===== src/rtl/nn_image_loader_if.sv =====
// Pixel-stream / image-memory / network-handshake bundle for nn_image_loader.
// slave  : loader side (accepts pixels, drives memory writes, start, result, status).
// master : environment side (drives pixels and network done/argmax, observes the rest).
interface nn_image_loader_if;
  logic        pix_valid;
  logic        pix_sof;
  logic [7:0]  pix_data;
  logic        pix_ready;
  logic        mem_we;
  logic [15:0] mem_addr;
  logic [31:0] mem_data;
  logic        nn_start;
  logic        nn_done;
  logic [3:0]  nn_argmax;
  logic [3:0]  result;
  logic        result_valid;
  logic        busy;
  logic        frame_err;

  modport slave (
    input  pix_valid, pix_sof, pix_data, nn_done, nn_argmax,
    output pix_ready, mem_we, mem_addr, mem_data, nn_start,
           result, result_valid, busy, frame_err
  );

  modport master (
    output pix_valid, pix_sof, pix_data, nn_done, nn_argmax,
    input  pix_ready, mem_we, mem_addr, mem_data, nn_start,
           result, result_valid, busy, frame_err
  );
endinterface


===== src/rtl/nn_image_loader.sv =====
// Loads one frame of 8-bit pixels into image memory as fixed-point words, starts the network, latches its class.
// Latency: pixel accepted in cycle T is written in T+1; nn_start two cycles after the last pixel of a frame.
// Backpressure: pix_ready high only in IDLE/LOAD; held low from the final pixel until the network reports done.
// Ports: clk/reset (sync, active high); bus (slave modport): pixel stream in, memory write out,
//        nn_start/nn_done/nn_argmax handshake, result/result_valid readout, busy and frame_err status.
module nn_image_loader #(
  parameter int NUM_PIXELS = 784,
  parameter int FRAC_BITS  = 16
) (
  input  logic               clk,
  input  logic               reset,
  nn_image_loader_if.slave   bus
);

  localparam int CW = (NUM_PIXELS > 1) ? $clog2(NUM_PIXELS) : 1;

  localparam logic [2:0] S_IDLE  = 3'd0;
  localparam logic [2:0] S_LOAD  = 3'd1;
  localparam logic [2:0] S_FLUSH = 3'd2;
  localparam logic [2:0] S_START = 3'd3;
  localparam logic [2:0] S_WAIT  = 3'd4;

  logic [2:0]    state;
  logic [CW-1:0] count;
  logic          xfer;
  logic          last_pix;
  logic [31:0]   conv;

  logic          mem_we_q;
  logic [15:0]   mem_addr_q;
  logic [31:0]   mem_data_q;
  logic [3:0]    result_q;
  logic          result_valid_q;
  logic          frame_err_q;

  assign bus.pix_ready = (state == S_IDLE) || (state == S_LOAD);
  assign xfer          = bus.pix_valid && bus.pix_ready;
  assign last_pix      = (count == CW'(NUM_PIXELS - 1));

  // pix/256 placed so the pixel's MSB lands just below the binary point;
  // the upper bits stay zero, so the word is always non-negative.
  assign conv = 32'(bus.pix_data) << (FRAC_BITS - 8);

  always_ff @(posedge clk) begin
    if (reset) begin
      state          <= S_IDLE;
      count          <= '0;
      mem_we_q       <= 1'b0;
      mem_addr_q     <= '0;
      mem_data_q     <= '0;
      result_q       <= '0;
      result_valid_q <= 1'b0;
      frame_err_q    <= 1'b0;
    end else begin
      mem_we_q    <= 1'b0;
      frame_err_q <= 1'b0;
      case (state)
        S_IDLE: begin
          if (xfer) begin
            if (bus.pix_sof) begin
              mem_we_q       <= 1'b1;
              mem_addr_q     <= '0;
              mem_data_q     <= conv;
              count          <= CW'(1);
              result_valid_q <= 1'b0;
              state          <= S_LOAD;
            end else begin
              // Stray pixel outside a frame: dropped, flagged.
              frame_err_q <= 1'b1;
            end
          end
        end
        S_LOAD: begin
          if (xfer) begin
            mem_we_q   <= 1'b1;
            mem_data_q <= conv;
            if (bus.pix_sof) begin
              // Resync: the new sof pixel restarts the frame at address 0.
              mem_addr_q     <= '0;
              count          <= CW'(1);
              frame_err_q    <= 1'b1;
              result_valid_q <= 1'b0;
            end else begin
              mem_addr_q <= 16'(count);
              if (last_pix) begin
                count <= '0;
                state <= S_FLUSH;
              end else begin
                count <= count + CW'(1);
              end
            end
          end
        end
        // The final write is on the bus during FLUSH, so it is committed
        // one cycle before the network samples nn_start.
        S_FLUSH: state <= S_START;
        S_START: state <= S_WAIT;
        S_WAIT: begin
          if (bus.nn_done) begin
            result_q       <= bus.nn_argmax;
            result_valid_q <= 1'b1;
            state          <= S_IDLE;
          end
        end
        default: state <= S_IDLE;
      endcase
    end
  end

  assign bus.mem_we       = mem_we_q;
  assign bus.mem_addr     = mem_addr_q;
  assign bus.mem_data     = mem_data_q;
  assign bus.nn_start     = (state == S_START);
  assign bus.busy         = (state != S_IDLE);
  assign bus.result       = result_q;
  assign bus.result_valid = result_valid_q;
  assign bus.frame_err    = frame_err_q;

endmodule


===== src/flat_wrapper.sv =====
// flat-port wrapper written by rule: the top's interface ports become plain ports
module nn_image_loader_flat 
#(
  parameter int NUM_PIXELS = 784,
  parameter int FRAC_BITS  = 16
)
  (clk, reset, bus_pix_valid, bus_pix_sof, bus_pix_data, bus_nn_done, bus_nn_argmax, bus_pix_ready, bus_mem_we, bus_mem_addr, bus_mem_data, bus_nn_start, bus_result, bus_result_valid, bus_busy, bus_frame_err);
  nn_image_loader_if bus_i ();
  input  logic clk;
  input  logic reset;
  input wire logic [$bits(bus_i.pix_valid)-1:0] bus_pix_valid;
  input wire logic [$bits(bus_i.pix_sof)-1:0] bus_pix_sof;
  input wire logic [$bits(bus_i.pix_data)-1:0] bus_pix_data;
  input wire logic [$bits(bus_i.nn_done)-1:0] bus_nn_done;
  input wire logic [$bits(bus_i.nn_argmax)-1:0] bus_nn_argmax;
  output wire logic [$bits(bus_i.pix_ready)-1:0] bus_pix_ready;
  output wire logic [$bits(bus_i.mem_we)-1:0] bus_mem_we;
  output wire logic [$bits(bus_i.mem_addr)-1:0] bus_mem_addr;
  output wire logic [$bits(bus_i.mem_data)-1:0] bus_mem_data;
  output wire logic [$bits(bus_i.nn_start)-1:0] bus_nn_start;
  output wire logic [$bits(bus_i.result)-1:0] bus_result;
  output wire logic [$bits(bus_i.result_valid)-1:0] bus_result_valid;
  output wire logic [$bits(bus_i.busy)-1:0] bus_busy;
  output wire logic [$bits(bus_i.frame_err)-1:0] bus_frame_err;
  assign bus_i.pix_valid = bus_pix_valid;
  assign bus_i.pix_sof = bus_pix_sof;
  assign bus_i.pix_data = bus_pix_data;
  assign bus_i.nn_done = bus_nn_done;
  assign bus_i.nn_argmax = bus_nn_argmax;
  assign bus_pix_ready = bus_i.pix_ready;
  assign bus_mem_we = bus_i.mem_we;
  assign bus_mem_addr = bus_i.mem_addr;
  assign bus_mem_data = bus_i.mem_data;
  assign bus_nn_start = bus_i.nn_start;
  assign bus_result = bus_i.result;
  assign bus_result_valid = bus_i.result_valid;
  assign bus_busy = bus_i.busy;
  assign bus_frame_err = bus_i.frame_err;
  nn_image_loader #(.NUM_PIXELS(NUM_PIXELS), .FRAC_BITS(FRAC_BITS)) u_core (.clk(clk), .reset(reset), .bus(bus_i));
endmodule

===== config.mk =====
export PLATFORM = sky130hd
export DESIGN_NAME = nn_image_loader_flat
export DESIGN_NICKNAME = d
export VERILOG_FILES = /design/src/rtl/nn_image_loader_if.sv /design/src/rtl/nn_image_loader.sv /design/src/flat_wrapper.sv
export SDC_FILE = /design/constraint.sdc
export NUM_CORES = 1
export LEC_CHECK = 0
export BUFFER_PORTS_ARGS = -buffer_cell sky130_fd_sc_hd__buf_2
export CORE_MARGIN = 4
export CORE_UTILIZATION = 26
export DETAILED_ROUTE_END_ITERATION = 12
export GPL_TIMING_DRIVEN = 0
export REMOVE_ABC_BUFFERS = 1
export SYNTH_ARGS = -nofsm -noshare
export SYNTH_HDL_FRONTEND = slang
export SYNTH_SLANG_ARGS = --single-unit

===== constraint.sdc =====
create_clock -name clk -period 2.3 [get_ports clk]
set_clock_uncertainty 0.2 [all_clocks]
set_input_delay 0.69 -clock clk [delete_from_list [all_inputs] [get_ports clk]]
set_output_delay 0.69 -clock clk [all_outputs]
set_load 0.05 [all_outputs]

---- Word-level counts from Yosys, hierarchy flattened ----
Cells that the tools add are included.
word-level totals
  bits in registers ....................... 68
  output and inout bits ................... 58
  logic and storage cells ................. 66
operators by class
  $add $sub $neg .......................... 1
  equality and inequality tests ........... 13
  multiplexer cells ....................... 33
  reductions and logical operators ........ 11
operator list
  operator                                        count
  2-to-1 mux 32 bit                               3
  one-hot mux 32 bit (2 select lines)             1
  2-to-1 mux 10 bit                               6
  2-to-1 mux 16 bit                               3
  one-hot mux 16 bit (2 select lines)             1
  one-hot mux 10 bit (2 select lines)             1
  2-to-1 mux 3 bit                                6
  one-hot mux 3 bit (5 select lines)              1
  adder 10 x 1 -> 10 bit (second input constant)  1
  == test 10 bit (second input constant)          1
  != test 2 x 1 -> 1 bit (second input constant)  5
  2-to-1 mux 1 bit                                8
  AND reduction 4 bit                             2
  == test 3 x 2 -> 1 bit (second input constant)  2
  != test 2 bit (second input constant)           3
  one-hot mux 1 bit (2 select lines)              3
  AND reduction 6 bit                             1
  nonzero test 2 bit                              2
  == test 3 x 1 -> 1 bit (second input constant)  1
  == test 3 bit (second input constant)           1
  zero test 3 bit                                 1
  nonzero test 3 bit                              1
  AND reduction 2 bit                             1
  OR reduction 2 bit                              1
  other kinds (2)                                 2

---- Logic depth before layout (Yosys ltp) ----
  word-level depth ........................ 5
  mapped depth ............................ 6
  mapped depth without buffers ............ 5

---- Worst setup path after synthesis ----
OpenSTA, ideal clock, no wires.
  path type ............................... input port to flip-flop
  start ................................... input bus_pix_sof
  end ..................................... register u_core.mem_addr_q[0], in the netlist u_core.bus.mem_addr[0]
  data arrival time ....................... 1.874 ns
  path slack .............................. 0.160 ns
  cell stages on the path ................. 6
  cells stage by stage .................... buf_2 -> nor4b_1 -> and2_1 -> buf_2 -> a22oi_1 -> nor2_1
on the way
  longest elaborated chain between the ends .. 3
  elaborated cells between the ends (all ways) .. 5
RTL lines
  item                                 line                   text
  start, declared                      flat_wrapper.sv:12     input wire logic [$bits(bus_i.pix_sof)-1:0] bus_pix_sof;
  2-to-1 mux 10 bit                    nn_image_loader.sv:77  if (bus.pix_sof) begin
  2-to-1 mux 16 bit                    nn_image_loader.sv:74  if (xfer) begin
  one-hot mux 16 bit (2 select lines)  nn_image_loader.sv:57  case (state)
  end signal, assigned                 nn_image_loader.sv:84  mem_addr_q <= 16'(count);
  end, declared                        nn_image_loader.sv:30  logic [15:0] mem_addr_q;
Several ways; a longest one is shown, not always the timed one. The select of a mux whose other input is x is not followed.
A chain may end at the register's enable or synchronous reset.

---- Worst setup path after layout ----
  start ................................... register u_core.state[2]
  end ..................................... output bus_busy
on the way
  longest elaborated chain between the ends .. 1
RTL lines
  item                    line                    text
  start, declared         nn_image_loader.sv:23   logic [2:0] state;
  start signal, assigned  nn_image_loader.sv:46   state <= S_IDLE;
  start signal, assigned  nn_image_loader.sv:66   state <= S_LOAD;
  start signal, assigned  nn_image_loader.sv:87   state <= S_FLUSH;
  nonzero test 3 bit      nn_image_loader.sv:114  assign bus.busy = (state != S_IDLE);
  end, declared           flat_wrapper.sv:23      output wire logic [$bits(bus_i.busy)-1:0] bus_busy;
No other way between the ends.

==> results.txt <==
----------------------------------------------------
[Clocking]
  Worst skew pair latency ... 0.28 ns
  Clock-pin slew on the worst setup and hold paths ... 0.07 ns
  H-tree depth reported by CTS ... 2
  TritonCTS sink count ... 38
  Cell chosen for the clock root ... sky130_fd_sc_hd__clkbuf_8
  CTS tree ... built
  Number of buffers on the longest clock path ... 2
  Hold-fix buffers at CTS ... 0
  Clock buffers created by TritonCTS ... 5

[Placed design]
  DPL Wire Length ... 2581 um
  Post-Place Worst Slack ... -0.4439 ns
  Post-placement cell area ... 1943 um^2
  Weighted congestion at the end of routability-driven global placement ... 0.7357
  Port-buffer cells ... 44

[Logic synthesis]
  Synth Warn # ... 0
  Synth top area share ... 42.16%
  Post-synth top area cell ... sky130_fd_sc_hd__dfxtp_1
  Flops & latches, synth ... 38
  Share of flip-flops with an asynchronous set or reset after synthesis ... 0%
  Average instance area after synthesis ... 8.801 um^2
  Synthesized netlist cell count ... 205
  Count of flip-flops with a built-in enable after synthesis ... 0
  Sequential share of the synthesized area ... 42.16%
  Post-synthesis cell area ... 1804 um^2
  Top FF cell, synth ... sky130_fd_sc_hd__dfxtp_1
  Count of unique library cells instantiated by Yosys ... 38
  Area contributors post-synth ... sky130_fd_sc_hd__dfxtp_1, sky130_fd_sc_hd__buf_4, sky130_fd_sc_hd__nor2_1, sky130_fd_sc_hd__nand2_1, sky130_fd_sc_hd__a22oi_1

[STA]
  Final Hold Fails ... 0
  Final setup violation count ... 0
  Maximum achievable frequency ... 0.4636 GHz
  Share of the clock period used by the worst path after layout ... 93.79%
  Slew of the pin with the lowest slew margin ... 0.7425 ns
  Min Tclk post-route ... 2.157 ns
  Slew Limit Headroom ... 50.50%
  Total negative slack ... 0 ns
  Final WS setup ... 0.1429 ns
  RSZ-0062 raised after global routing ... false
  Final Slew Violations ... 0

[Hold path]
  Worst min path class ... reg -> reg
  Hold Path Sink ... u_core.bus.mem_data[10]$_SDFFE_PP0P_
  Start point of the worst min-delay path ... u_core.bus.mem_data[10]$_SDFFE_PP0P_
  Worst Hold Path Cells ... 2

[Power]
  Max IR drop VDD ... 0.3342 mV
  Tot Pwr ... 1388 uW
  Ratio of total power to cell area ... 672.1 nW/um^2
  Share of power burned in registers ... 49.1%
  Net switching component of the power ... 432.9 uW
  Logic gate share of total power ... 17.7%
  Int Pwr ... 955.4 uW
  Leakage power ... 0.0008793 uW
  Net switching share of the total power ... 31.19%
  Clock share of power ... 33.2%

[Floorplanning]
  Die X-Extent ... 91.30 um
  Number of top-level pins ... 75
  Core box area ... 6756 um^2
  Initial cell density of the core ... 26.70%
  Floorplan row count ... 30
  Vert. Die Dim ... 91.30 um
  DIE AREA ... 8336 um^2

[Job]
  Max cap viols ... 0

[Critical path]
  Type of origin of the critical path ... register
  Reg-to-reg critical path endpoint ... u_core.bus.mem_addr[5]$_SDFFE_PP0P_
  Critical path capture point type ... output pin
  Data required time of the worst path ... 1.41 ns
  Largest driver fanout on the critical path ... 10
  Reg-to-reg critical path startpoint ... u_core.state[2]$_SDFFE_PP0P_
  Register-to-Register Setup Slack ... 0.25 ns
  Critical path start-end classification ... reg -> out
  CP Data Arrival Time ... 1.27 ns
  Register-to-Register Path Depth ... 4

[Layout]
  Number of nets in the layout ... 263
  Antenna diode count ... 0
  Final core utilization ... 30.57%
  Filler cell count in the final layout ... 725
  Finished Cell Area ... 2066 um^2
  Fraction of layout cells with a size suffix above 1 ... 26.83%
  Synth-to-layout area growth ... 14.49%

[GRT]
  Pin count of the biggest net entering global routing ... 40
  Wire length of the first global-routing pass ... 6003 um
  Total grt overflow ... 0
  Via count of the first global-routing pass ... 1241
  Antenna violations before repair ... 0
  GRT Overall Usage ... 8.646%

[Route]
  First-pass detailed-route iteration total ... 4
  Mean number of vias per cell ... 4.279
  Total number of vias ... 1395
  WL per Instance ... 11.38 um
  DRC marker count from the first detailed-route iteration ... 41
  Post-DRT Antenna Nets ... 0
  Post-route DRC ... 0
  DRT Wirelength ... 3709 um

[Status]
  Run status ... complete, no violations

----------------------------------------------------
-- area by class of cell --
class	count	area, um^2	share of cell area, %
multi-input combinational	151	853.3	41.31
tap	80	100.1	4.846
clock buffer	7	86.33	4.179
sequential	38	762.0	36.89
clock inverter	1	5.005	0.2423
inverter	3	11.26	0.5451
timing repair buffer	46	247.7	11.99
-- routing by layer --
layer | wire (um) | part of all wire, % | GRT usage, % | vias up
met1 | 1714 | 46 | 10.96 | 626
met2 | 1711 | 46 | 14.29 | 52
met5 | 0 | 0 | 0 | -
met4 | 6 | 0.16 | 1.508 | 0
met3 | 276 | 7.4 | 3.065 | 2
li1 | - | - | - | 715
-- worst max-delay path by stage --
stage	slack, ns	endpoint	from
after CTS	0.02	u_core.count[1]$_SDFFE_PP0P_	bus_pix_valid
after global routing	0.05	u_core.bus.mem_addr[5]$_SDFFE_PP0P_	bus_pix_sof
after detailed placement	-0.44	u_core.count[5]$_SDFFE_PP0P_	bus_pix_valid
after global placement	-0.43	u_core.count[6]$_SDFFE_PP0P_	bus_pix_valid
final	0.14	bus_busy	u_core.state[2]$_SDFFE_PP0P_
after floorplan	0.05	u_core.count[1]$_SDFFE_PP0P_	bus_pix_valid
-- kinds of logic (layout without fill, tap and decap cells) --
group | after synthesis | count (layout) | share of synthesized area [%]
xor+xnor | 9 | 9 | 4.369
other cells | 1 | 30 | 0.2078
mux | 5 | 5 | 2.774
buf+inv | 45 | 57 | 16.71
compound gates | 27 | 27 | 10.26
flops | 38 | 38 | 42.16
simple gates | 79 | 79 | 22.82
fa+ha+maj | 1 | 1 | 0.6934
-- synth_stat cells (all sizes together) (2+ instances only) --
cell type   n
mux2i       5
a31oi       2
nand2      21
dfxtp      38
a211oi      2
clkbuf      6
a21oi      11
or3         2
nor4b       2
xnor2       8
buf        36
a22oi      10
nor2       23
nand3       3
nor4        4
inv         3
nor3       14
-- timing repair --
action,CTS,global route
gates resized for setup,1,2
endpoints found under the setup margin,9,11
setup buffers,2,0
-- per-stage QoR --
| step | instances | hold slack, ns |
|---|---|---|
| after detailed placement | 316 | 0.2446 |
| after global placement | 316 | 0.2390 |
| after floorplan | 192 | 0.3087 |
| final | 326 | 0.2518 |
| after CTS | 326 | 0.2556 |
| after global routing | 326 | 0.2709 |
-- power groups by stage --
stage	clock [uW]	sequential (uW)	combinational, uW
4_1_cts	488	680	245
5_1_grt	515	683	260
6_report	461	681	246
3_5_place_dp	0	696	237
2_1_floorplan	0	729	154
3_3_place_gp	0	696	237
-- sequential cells by signal, indices dropped and copies added (netlist names) --
register                 cells
u_core.bus.mem_addr         10
u_core.count                10
u_core.bus.mem_data          8
u_core.bus.result            4
u_core.state                 3
u_core.bus.frame_err         1
u_core.bus.mem_we            1
u_core.bus.result_valid      1
-- critical path, stage by stage, from the launching register on --
cell                      delay, ns
sky130_fd_sc_hd__dfxtp_1       0.39
sky130_fd_sc_hd__or3_1         0.38
sky130_fd_sc_hd__buf_2         0.21
-- placed cells by master, fill, tap and decap left out, drive strengths merged, types with 2 or more instances in the layout --
master  synthesis  routed
buf            36      46
dfxtp          38      38
conb            1      30
nor2           23      23
nand2          21      21
nor3           14      14
a21oi          11      11
a22oi          10      10
xnor2           8       8
clkbuf          6       7
mux2i           5       5
nor4            4       4
nand3           3       3
inv             3       3
or3             2       2
nor4b           2       2
a211oi          2       2
a31oi           2       2
No activity file was read; power rests on OpenSTA's default activity.
